**src/rtl/heartbeat_monitor_pkg.sv**
```systemverilog
`default_nettype none
// +--------------------------------------------------------------------------+
// | nesoi_pkg : shared heartbeat types and default parameter values          |
// | Rev 1.0                                                                  |
// +--------------------------------------------------------------------------+
package nesoi_pkg;

  localparam int HB_TAP_DEF      = 18;
  localparam int HB_CHANNELS_DEF = 4;

  typedef enum logic [1:0] {
    IDLE = 2'd0,
    ON   = 2'd1,
    OFF  = 2'd2,
    GAP  = 2'd3
  } hb_state_t;

endpackage
`default_nettype wire

```
**src/rtl/heartbeat_monitor_if.sv**
```systemverilog
`default_nettype none
// +--------------------------------------------------------------------------+
// | heartbeat_monitor_if : liveness inputs, fault flags and LED outputs      |
// | Rev 1.0                                                                  |
// +--------------------------------------------------------------------------+
interface heartbeat_monitor_if
  import nesoi_pkg::*;
#(
  parameter int CHANNELS = HB_CHANNELS_DEF
);

  logic [CHANNELS-1:0] alive;
  logic                fault_clr;
  logic [CHANNELS-1:0] fault;
  logic                tick;
  logic                led_ok;
  logic                led_fault;

  modport master (
    output alive, fault_clr,
    input  fault, tick, led_ok, led_fault
  );

  modport slave (
    input  alive, fault_clr,
    output fault, tick, led_ok, led_fault
  );

endinterface
`default_nettype wire

```
**src/rtl/heartbeat_watchdog.sv**
```systemverilog
`default_nettype none
// +--------------------------------------------------------------------------+
// | heartbeat_watchdog : one-channel tick watchdog with sticky fault flag    |
// | Rev 1.0                                                                  |
// +--------------------------------------------------------------------------+
module heartbeat_watchdog
  import nesoi_pkg::*;
#(
  parameter int TIMEOUT_TICKS = 8
) (
  input  logic clk,
  input  logic rst_n,
  input  logic tick_i,
  input  logic alive_i,
  input  logic clr_i,
  output logic fault_o
);

  localparam int              WD_W   = $clog2(TIMEOUT_TICKS + 1);
  localparam logic [WD_W-1:0] WD_MAX = WD_W'(TIMEOUT_TICKS);

  logic [WD_W-1:0] wd_q, wd_d;
  logic            fault_q, fault_d;

  // The fault flag looks at the next count so it rises on the timeout edge itself.
  always_comb begin
    wd_d = wd_q;
    if (clr_i || alive_i) begin
      wd_d = '0;
    end else if (tick_i && (wd_q < WD_MAX)) begin
      wd_d = wd_q + WD_W'(1);
    end
    fault_d = clr_i ? 1'b0 : (fault_q | (wd_d == WD_MAX));
  end

  always_ff @(posedge clk or negedge rst_n) begin
    if (!rst_n) begin
      wd_q    <= '0;
      fault_q <= 1'b0;
    end else begin
      wd_q    <= wd_d;
      fault_q <= fault_d;
    end
  end

  assign fault_o = fault_q;

endmodule
`default_nettype wire

```
**src/rtl/heartbeat_monitor.sv**
```systemverilog
`default_nettype none
// +--------------------------------------------------------------------------+
// | heartbeat_monitor : prescaler, heartbeat LED, per-channel watchdogs and  |
// | fault LED (blink code when HEARTBEAT_BLINK_CODE_EN is defined). Rev 1.0  |
// +--------------------------------------------------------------------------+
module heartbeat_monitor
  import nesoi_pkg::*;
#(
  parameter int CHANNELS      = HB_CHANNELS_DEF,
  parameter int TAP           = HB_TAP_DEF,
  parameter int TIMEOUT_TICKS = 8,
  parameter int GAP_TICKS     = 4
) (
  input  logic              clk,
  input  logic              rst_n,
  heartbeat_monitor_if.slave bus
);

  // Registering tick one count early keeps it aligned with the all-ones count.
  localparam logic [TAP-1:0] CNT_PRE = ~TAP'(1);

  logic [TAP-1:0]      cnt_q, cnt_d;
  logic                tick_q, tick_d;
  logic                led_ok_q, led_ok_d;
  logic                led_fault_q, led_fault_d;
  logic [CHANNELS-1:0] fault_vec;

  always_comb begin
    cnt_d    = cnt_q + TAP'(1);
    tick_d   = (cnt_q == CNT_PRE);
    led_ok_d = led_ok_q;
    if (|fault_vec) begin
      led_ok_d = 1'b0;
    end else if (tick_q) begin
      led_ok_d = ~led_ok_q;
    end
  end

  for (genvar c = 0; c < CHANNELS; c++) begin : g_wd
    heartbeat_watchdog #(
      .TIMEOUT_TICKS(TIMEOUT_TICKS)
    ) u_wd (
      .clk    (clk),
      .rst_n  (rst_n),
      .tick_i (tick_q),
      .alive_i(bus.alive[c]),
      .clr_i  (bus.fault_clr),
      .fault_o(fault_vec[c])
    );
  end

`ifdef HEARTBEAT_BLINK_CODE_EN
  localparam int CODE_W = $clog2(CHANNELS + 1);
  localparam int GAP_W  = $clog2(GAP_TICKS + 1);

  hb_state_t         state_q, state_d;
  logic [CODE_W-1:0] code_q, code_d, low_code;
  logic [GAP_W-1:0]  gap_q, gap_d;

  // Scan from the top so the lowest faulted channel wins.
  always_comb begin
    low_code = '0;
    for (int c = CHANNELS - 1; c >= 0; c--) begin
      if (fault_vec[c]) low_code = CODE_W'(c + 1);
    end
  end

  always_comb begin
    state_d = state_q;
    code_d  = code_q;
    gap_d   = gap_q;
    case (state_q)
      IDLE: if (tick_q && (|fault_vec)) begin
        code_d  = low_code;
        state_d = ON;
      end
      ON: if (tick_q) begin
        code_d  = code_q - CODE_W'(1);
        state_d = OFF;
      end
      OFF: if (tick_q) begin
        if (code_q == '0) begin
          state_d = GAP;
          gap_d   = GAP_W'(GAP_TICKS);
        end else begin
          state_d = ON;
        end
      end
      GAP: if (tick_q) begin
        gap_d = gap_q - GAP_W'(1);
        if (gap_d == '0) state_d = IDLE;
      end
      default: state_d = IDLE;
    endcase
    if (bus.fault_clr) state_d = IDLE;
    led_fault_d = (state_d == ON);
  end

  always_ff @(posedge clk or negedge rst_n) begin
    if (!rst_n) begin
      state_q <= IDLE;
      code_q  <= '0;
      gap_q   <= '0;
    end else begin
      state_q <= state_d;
      code_q  <= code_d;
      gap_q   <= gap_d;
    end
  end
`else
  always_comb begin
    led_fault_d = |fault_vec;
  end
`endif

  always_ff @(posedge clk or negedge rst_n) begin
    if (!rst_n) begin
      cnt_q       <= '0;
      tick_q      <= 1'b0;
      led_ok_q    <= 1'b0;
      led_fault_q <= 1'b0;
    end else begin
      cnt_q       <= cnt_d;
      tick_q      <= tick_d;
      led_ok_q    <= led_ok_d;
      led_fault_q <= led_fault_d;
    end
  end

  assign bus.fault     = fault_vec;
  assign bus.tick      = tick_q;
  assign bus.led_ok    = led_ok_q;
  assign bus.led_fault = led_fault_q;

endmodule
`default_nettype wire
```
**src/flat_wrapper.sv**
```systemverilog
// flat-port wrapper written by rule: the top's interface ports become plain ports
module heartbeat_monitor_flat import nesoi_pkg::*;
#(
  parameter int CHANNELS      = HB_CHANNELS_DEF,
  parameter int TAP           = HB_TAP_DEF,
  parameter int TIMEOUT_TICKS = 8,
  parameter int GAP_TICKS     = 4
)
  (clk, rst_n, bus_alive, bus_fault_clr, bus_fault, bus_tick, bus_led_ok, bus_led_fault);
  heartbeat_monitor_if #(.CHANNELS(CHANNELS)) bus_i ();
  input  logic clk;
  input  logic rst_n;
  input wire logic [$bits(bus_i.alive)-1:0] bus_alive;
  input wire logic [$bits(bus_i.fault_clr)-1:0] bus_fault_clr;
  output wire logic [$bits(bus_i.fault)-1:0] bus_fault;
  output wire logic [$bits(bus_i.tick)-1:0] bus_tick;
  output wire logic [$bits(bus_i.led_ok)-1:0] bus_led_ok;
  output wire logic [$bits(bus_i.led_fault)-1:0] bus_led_fault;
  assign bus_i.alive = bus_alive;
  assign bus_i.fault_clr = bus_fault_clr;
  assign bus_fault = bus_i.fault;
  assign bus_tick = bus_i.tick;
  assign bus_led_ok = bus_i.led_ok;
  assign bus_led_fault = bus_i.led_fault;
  heartbeat_monitor #(.CHANNELS(CHANNELS), .TAP(TAP), .TIMEOUT_TICKS(TIMEOUT_TICKS), .GAP_TICKS(GAP_TICKS)) u_core (.clk(clk), .rst_n(rst_n), .bus(bus_i));
endmodule
```
**config.mk**
```make
export PLATFORM = sky130hd
export DESIGN_NAME = heartbeat_monitor_flat
export DESIGN_NICKNAME = d
export VERILOG_FILES = /design/src/rtl/heartbeat_monitor_pkg.sv /design/src/rtl/heartbeat_monitor_if.sv /design/src/rtl/heartbeat_watchdog.sv /design/src/rtl/heartbeat_monitor.sv /design/src/flat_wrapper.sv
export SDC_FILE = /design/constraint.sdc
export NUM_CORES = 1
export LEC_CHECK = 0
export ABC_AREA = 1
export CAP_MARGIN = 20
export CORE_ASPECT_RATIO = 0.8
export CORE_MARGIN = 2
export CORE_UTILIZATION = 50
export DETAILED_ROUTE_END_ITERATION = 12
export PLACE_DENSITY = 0.69
export SLEW_MARGIN = 40
export SYNTH_ARGS = -nofsm -noshare
export SYNTH_HDL_FRONTEND = slang
export SYNTH_SLANG_ARGS = --single-unit
export TNS_END_PERCENT = 5
```
**constraint.sdc**
```tcl
create_clock -name clk -period 1.6 [get_ports clk]
set_clock_uncertainty 0.05 [all_clocks]
set_input_delay 0.4 -clock clk [delete_from_list [all_inputs] [get_ports clk]]
set_output_delay 0.4 -clock clk [all_outputs]
set_load 0.01 [all_outputs]
```
==> summary.md <==
| Metric | Value |
|---|---|
| Status | completed |
| Pins over their slew limit | 0 |
| Core ar. | 3880 um2 |
| First-pass GRT wire length | 6.27 mm |
| FP Rows | 20 |
| DRT Pass-1 Iters | 4 |
| CTS sink count | 41 |
| Worst setup EP type | flop |
| Fmax achieved | 663 MHz |
| Detailed Route WL | 3.65 mm |
| Non-Filler Instances | 333 |
| Nets | 290 |
| Leakage | 1.29 nW |
| Hold Violations, Final | 0 |
| CP startpoint kind | input pin |
| Critical path's slowest cell | clkdlybuf4s50_1 |
| CP arrival | 1.65 ns |
| WHS | 0.00141 ns |
| Crit-path max FO | 7 |
| Max-Slew Margin vs Limit | 0.797 |
| Setup Viol. Count Final | 0 |
| H-tree levels | 2 |
| Clock transition at path regs | 0.07 ns |
| Initial core utilization | 0.529 |
| Routed vias | 1545 |
| Number of global-route vias before repair | 1418 |
| Post-DP HPWL | 2.70 mm |
| CP cell instances | clkdlybuf4s50_1 -> nor2_1 -> nand3_1 -> nand2_1 -> nor2_1 -> nor2_1 -> nor2_1 |
| Number of buffers and inverters on the critical path | 1 |
| Hold WC Path Type | in -> async |
| Worst setup margin | 0.0916 ns |
| Pin count of the biggest net entering global routing | 42 |
| Mapped Nets | 261 |
| Initial antenna violation count | 0 |
| DIE HEIGHT | 61.3 um |
| Iteration-0 DRC Markers | 103 |
| # Post-CTS Setup Buffers | 0 |
| Via density | 4.64 |
| Die Area | 4640 um2 |
| Period utilization | 0.943 |
| Yosys warns | 0 |
| Clock Latency Late Sink | 0.30 ns |
| Total GRT Usage | 0.188 |
| Slew @ Worst Pin | 0.303 ns |
| WL/cell | 11.0 um |
| Placed Cells | 325 |
| Layout cells sized above 1 | 0.0971 |
| Syn Area/Cell | 8.28 um2 |
| CTS tree | yes |
| Power per cell area | 725 nW/um2 |
| Synthesized area | 2050 um2 |
| Clock Tree Buf Depth | 2 |
| Min cycle time layout | 1.51 ns |
| Die X-Extent | 75.6 um |
| Routability congestion estimate | 0.918 |
| Area grow syn2layout | 16.9% |
| CP dominant cell by count | nor2_1 |
| Grt total ovfl | 0 |
| Antenna diodes | 0 |
| Synth cell types | 21 |
| Crit Path Class | in -> reg |
| PortBufs | 13 |
| Synth Instances | 248 |
| Remaining DRCs | 0 |
| Place WS | -0.183 ns |
| Post-synthesis sequential element count | 41 |
| Max Cap Viol | 0 |
| Worst IR Drop VDD | 0.000560 V |
| Required @ worst endpoint | 1.74 ns |
| Sequential share of the synthesized area | 0.500 |
| Post-route ant nets | 0 |
| Cts bufs inserted | 5 |
| Unrepaired setup endpoints after global routing | false |
| Crit path max-delay family | simple AND/OR/NAND/NOR gates |
| Io pins | 14 |
| Post-CTS sizing | 7 |
| Max incr delay on CP | 0.56 ns |
| Hold_buf cts | 0 |
| Clock Tree Root | clkbuf_8 |
==> logic make-up (layout without fill, tap and decap cells) <==
kind of cell	Yosys count	after routing	synth area share
and+or+nand+nor	130	130	0.281
DFF	41	41	0.500
AOI/OAI and AO/OA	4	4	0.00975
adders and majority gates	6	6	0.0366
buffers and inverters	51	81	0.105
xor gates and xnor gates	16	16	0.0682
==> flip-flops by register name, summed over array words and instances, names as in the netlist <==
signal	flops
u_core.bus.tick	1
u_core.bus.led_fault	1
u_core.g_wd.u_wd.fault_o	4
u_core.bus.led_ok	1
u_core.g_wd.u_wd.wd_q	16
u_core.cnt_q	18
==> area by class of cell <==
cell class,instances,area (um2)
fillers,348,1480
flip-flops and latches,41,1030
multi-input cells,156,815
repair buffers,28,241
inverters,45,169
clock buffers,8,80.1
well taps,55,68.8
==> power by group <==
part | switching [mW] | total, mW | internal, mW | leakage [nW]
registers | 0 | 1.04 | 1.04 | 0.559
logic | 0.0336 | 0.0564 | 0.0228 | 0.695
clock network | 0.339 | 0.649 | 0.310 | 0.0395
total | 0.373 | 1.74 | 1.37 | 1.29
==> metrics by stage <==
step	util	setup TNS, ns	power, mW	instance area [um2]
2_1_floorplan	-	0	1.06	2050
6_report	0.619	0	1.74	2400
3_5_place_dp	0.600	-1.03	1.11	2330
4_1_cts	0.618	0	1.77	2400
3_3_place_gp	0.600	-0.703	1.11	2330
5_1_grt	0.619	0	1.81	2400
==> final timing paths <==
| kind | end | cells past startpoint | from | slack (ns) |
|---|---|---|---|---|
| min in group clk | u_core.cnt_q[12] | 1 | u_core.cnt_q[12] | 0.43 |
| max in group asynchronous | u_core.g_wd[0].u_wd.wd_q[0] | 2 | rst_n | 1.30 |
| min reg2reg | u_core.cnt_q[12] | 1 | u_core.cnt_q[12] | 0.43 |
| max reg2reg | u_core.g_wd[1].u_wd.fault_o | 9 | u_core.bus.tick | 0.22 |
| min | u_core.cnt_q[2] | 2 | rst_n | 0.001 |
| max | u_core.g_wd[1].u_wd.fault_o | 7 | bus_fault_clr | 0.09 |
==> layout by cell type, fill, tap and decap left out <==
master / Yosys / routed
nand2_1: 51 / 51
dlygate4sd2_1: 0 / 7
clkdlybuf4s50_1: 0 / 5
nor2_1: 33 / 32
nor2_2: 1 / 2
buf_2: 1 / 1
o21ai_0: 4 / 4
inv_2: 1 / 1
buf_4: 4 / 14
inv_1: 44 / 44
nand3_1: 27 / 27
nor3_1: 6 / 6
xor2_1: 11 / 11
clkbuf_8: 0 / 5
nand3_2: 1 / 1
nand4_1: 7 / 7
dfrtp_1: 41 / 41
nor2_4: 1 / 1
nand3b_1: 1 / 1
ha_1: 6 / 6
clkbuf_1: 0 / 3
buf_12: 0 / 1
or4_1: 1 / 1
nor3_2: 1 / 1
xnor2_1: 5 / 5
==> synth_stat cells, drive strengths merged <==
| cell type | instances | area (um2) |
|---|---|---|
| inv | 45 | 169 |
| xnor2 | 5 | 43.8 |
| dfrtp | 41 | 1030 |
| nor3 | 7 | 40.0 |
| xor2 | 11 | 96.3 |
| ha | 6 | 75.1 |
| nand3 | 28 | 145 |
| nand4 | 7 | 43.8 |
| o21ai | 4 | 20.0 |
| nor2 | 35 | 141 |
| nand3b | 1 | 7.51 |
| buf | 6 | 46.3 |
| or4 | 1 | 7.51 |
| nand2 | 51 | 191 |
==> worst reg2reg max path, stage by stage, from the launching register on <==
cell     delay [ns]
dfrtp_1        0.38
buf_4          0.18
inv_2          0.09
nor2_1         0.13
nand2_1        0.07
nand3_1        0.09
nand2_1        0.06
nor2_1         0.12
nor2_1         0.05
nor2_1         0.09
==> layer usage <==
layer / track usage / share of wire / up-vias
li1: - / - / 824
met1: 0.278 / 0.54 / 689
met4: 0.0902 / 0.022 / 0
met5: 0 / 0 / -
met2: 0.260 / 0.40 / 24
met3: 0.0458 / 0.037 / 8
(Power assumes the default switching activity.)
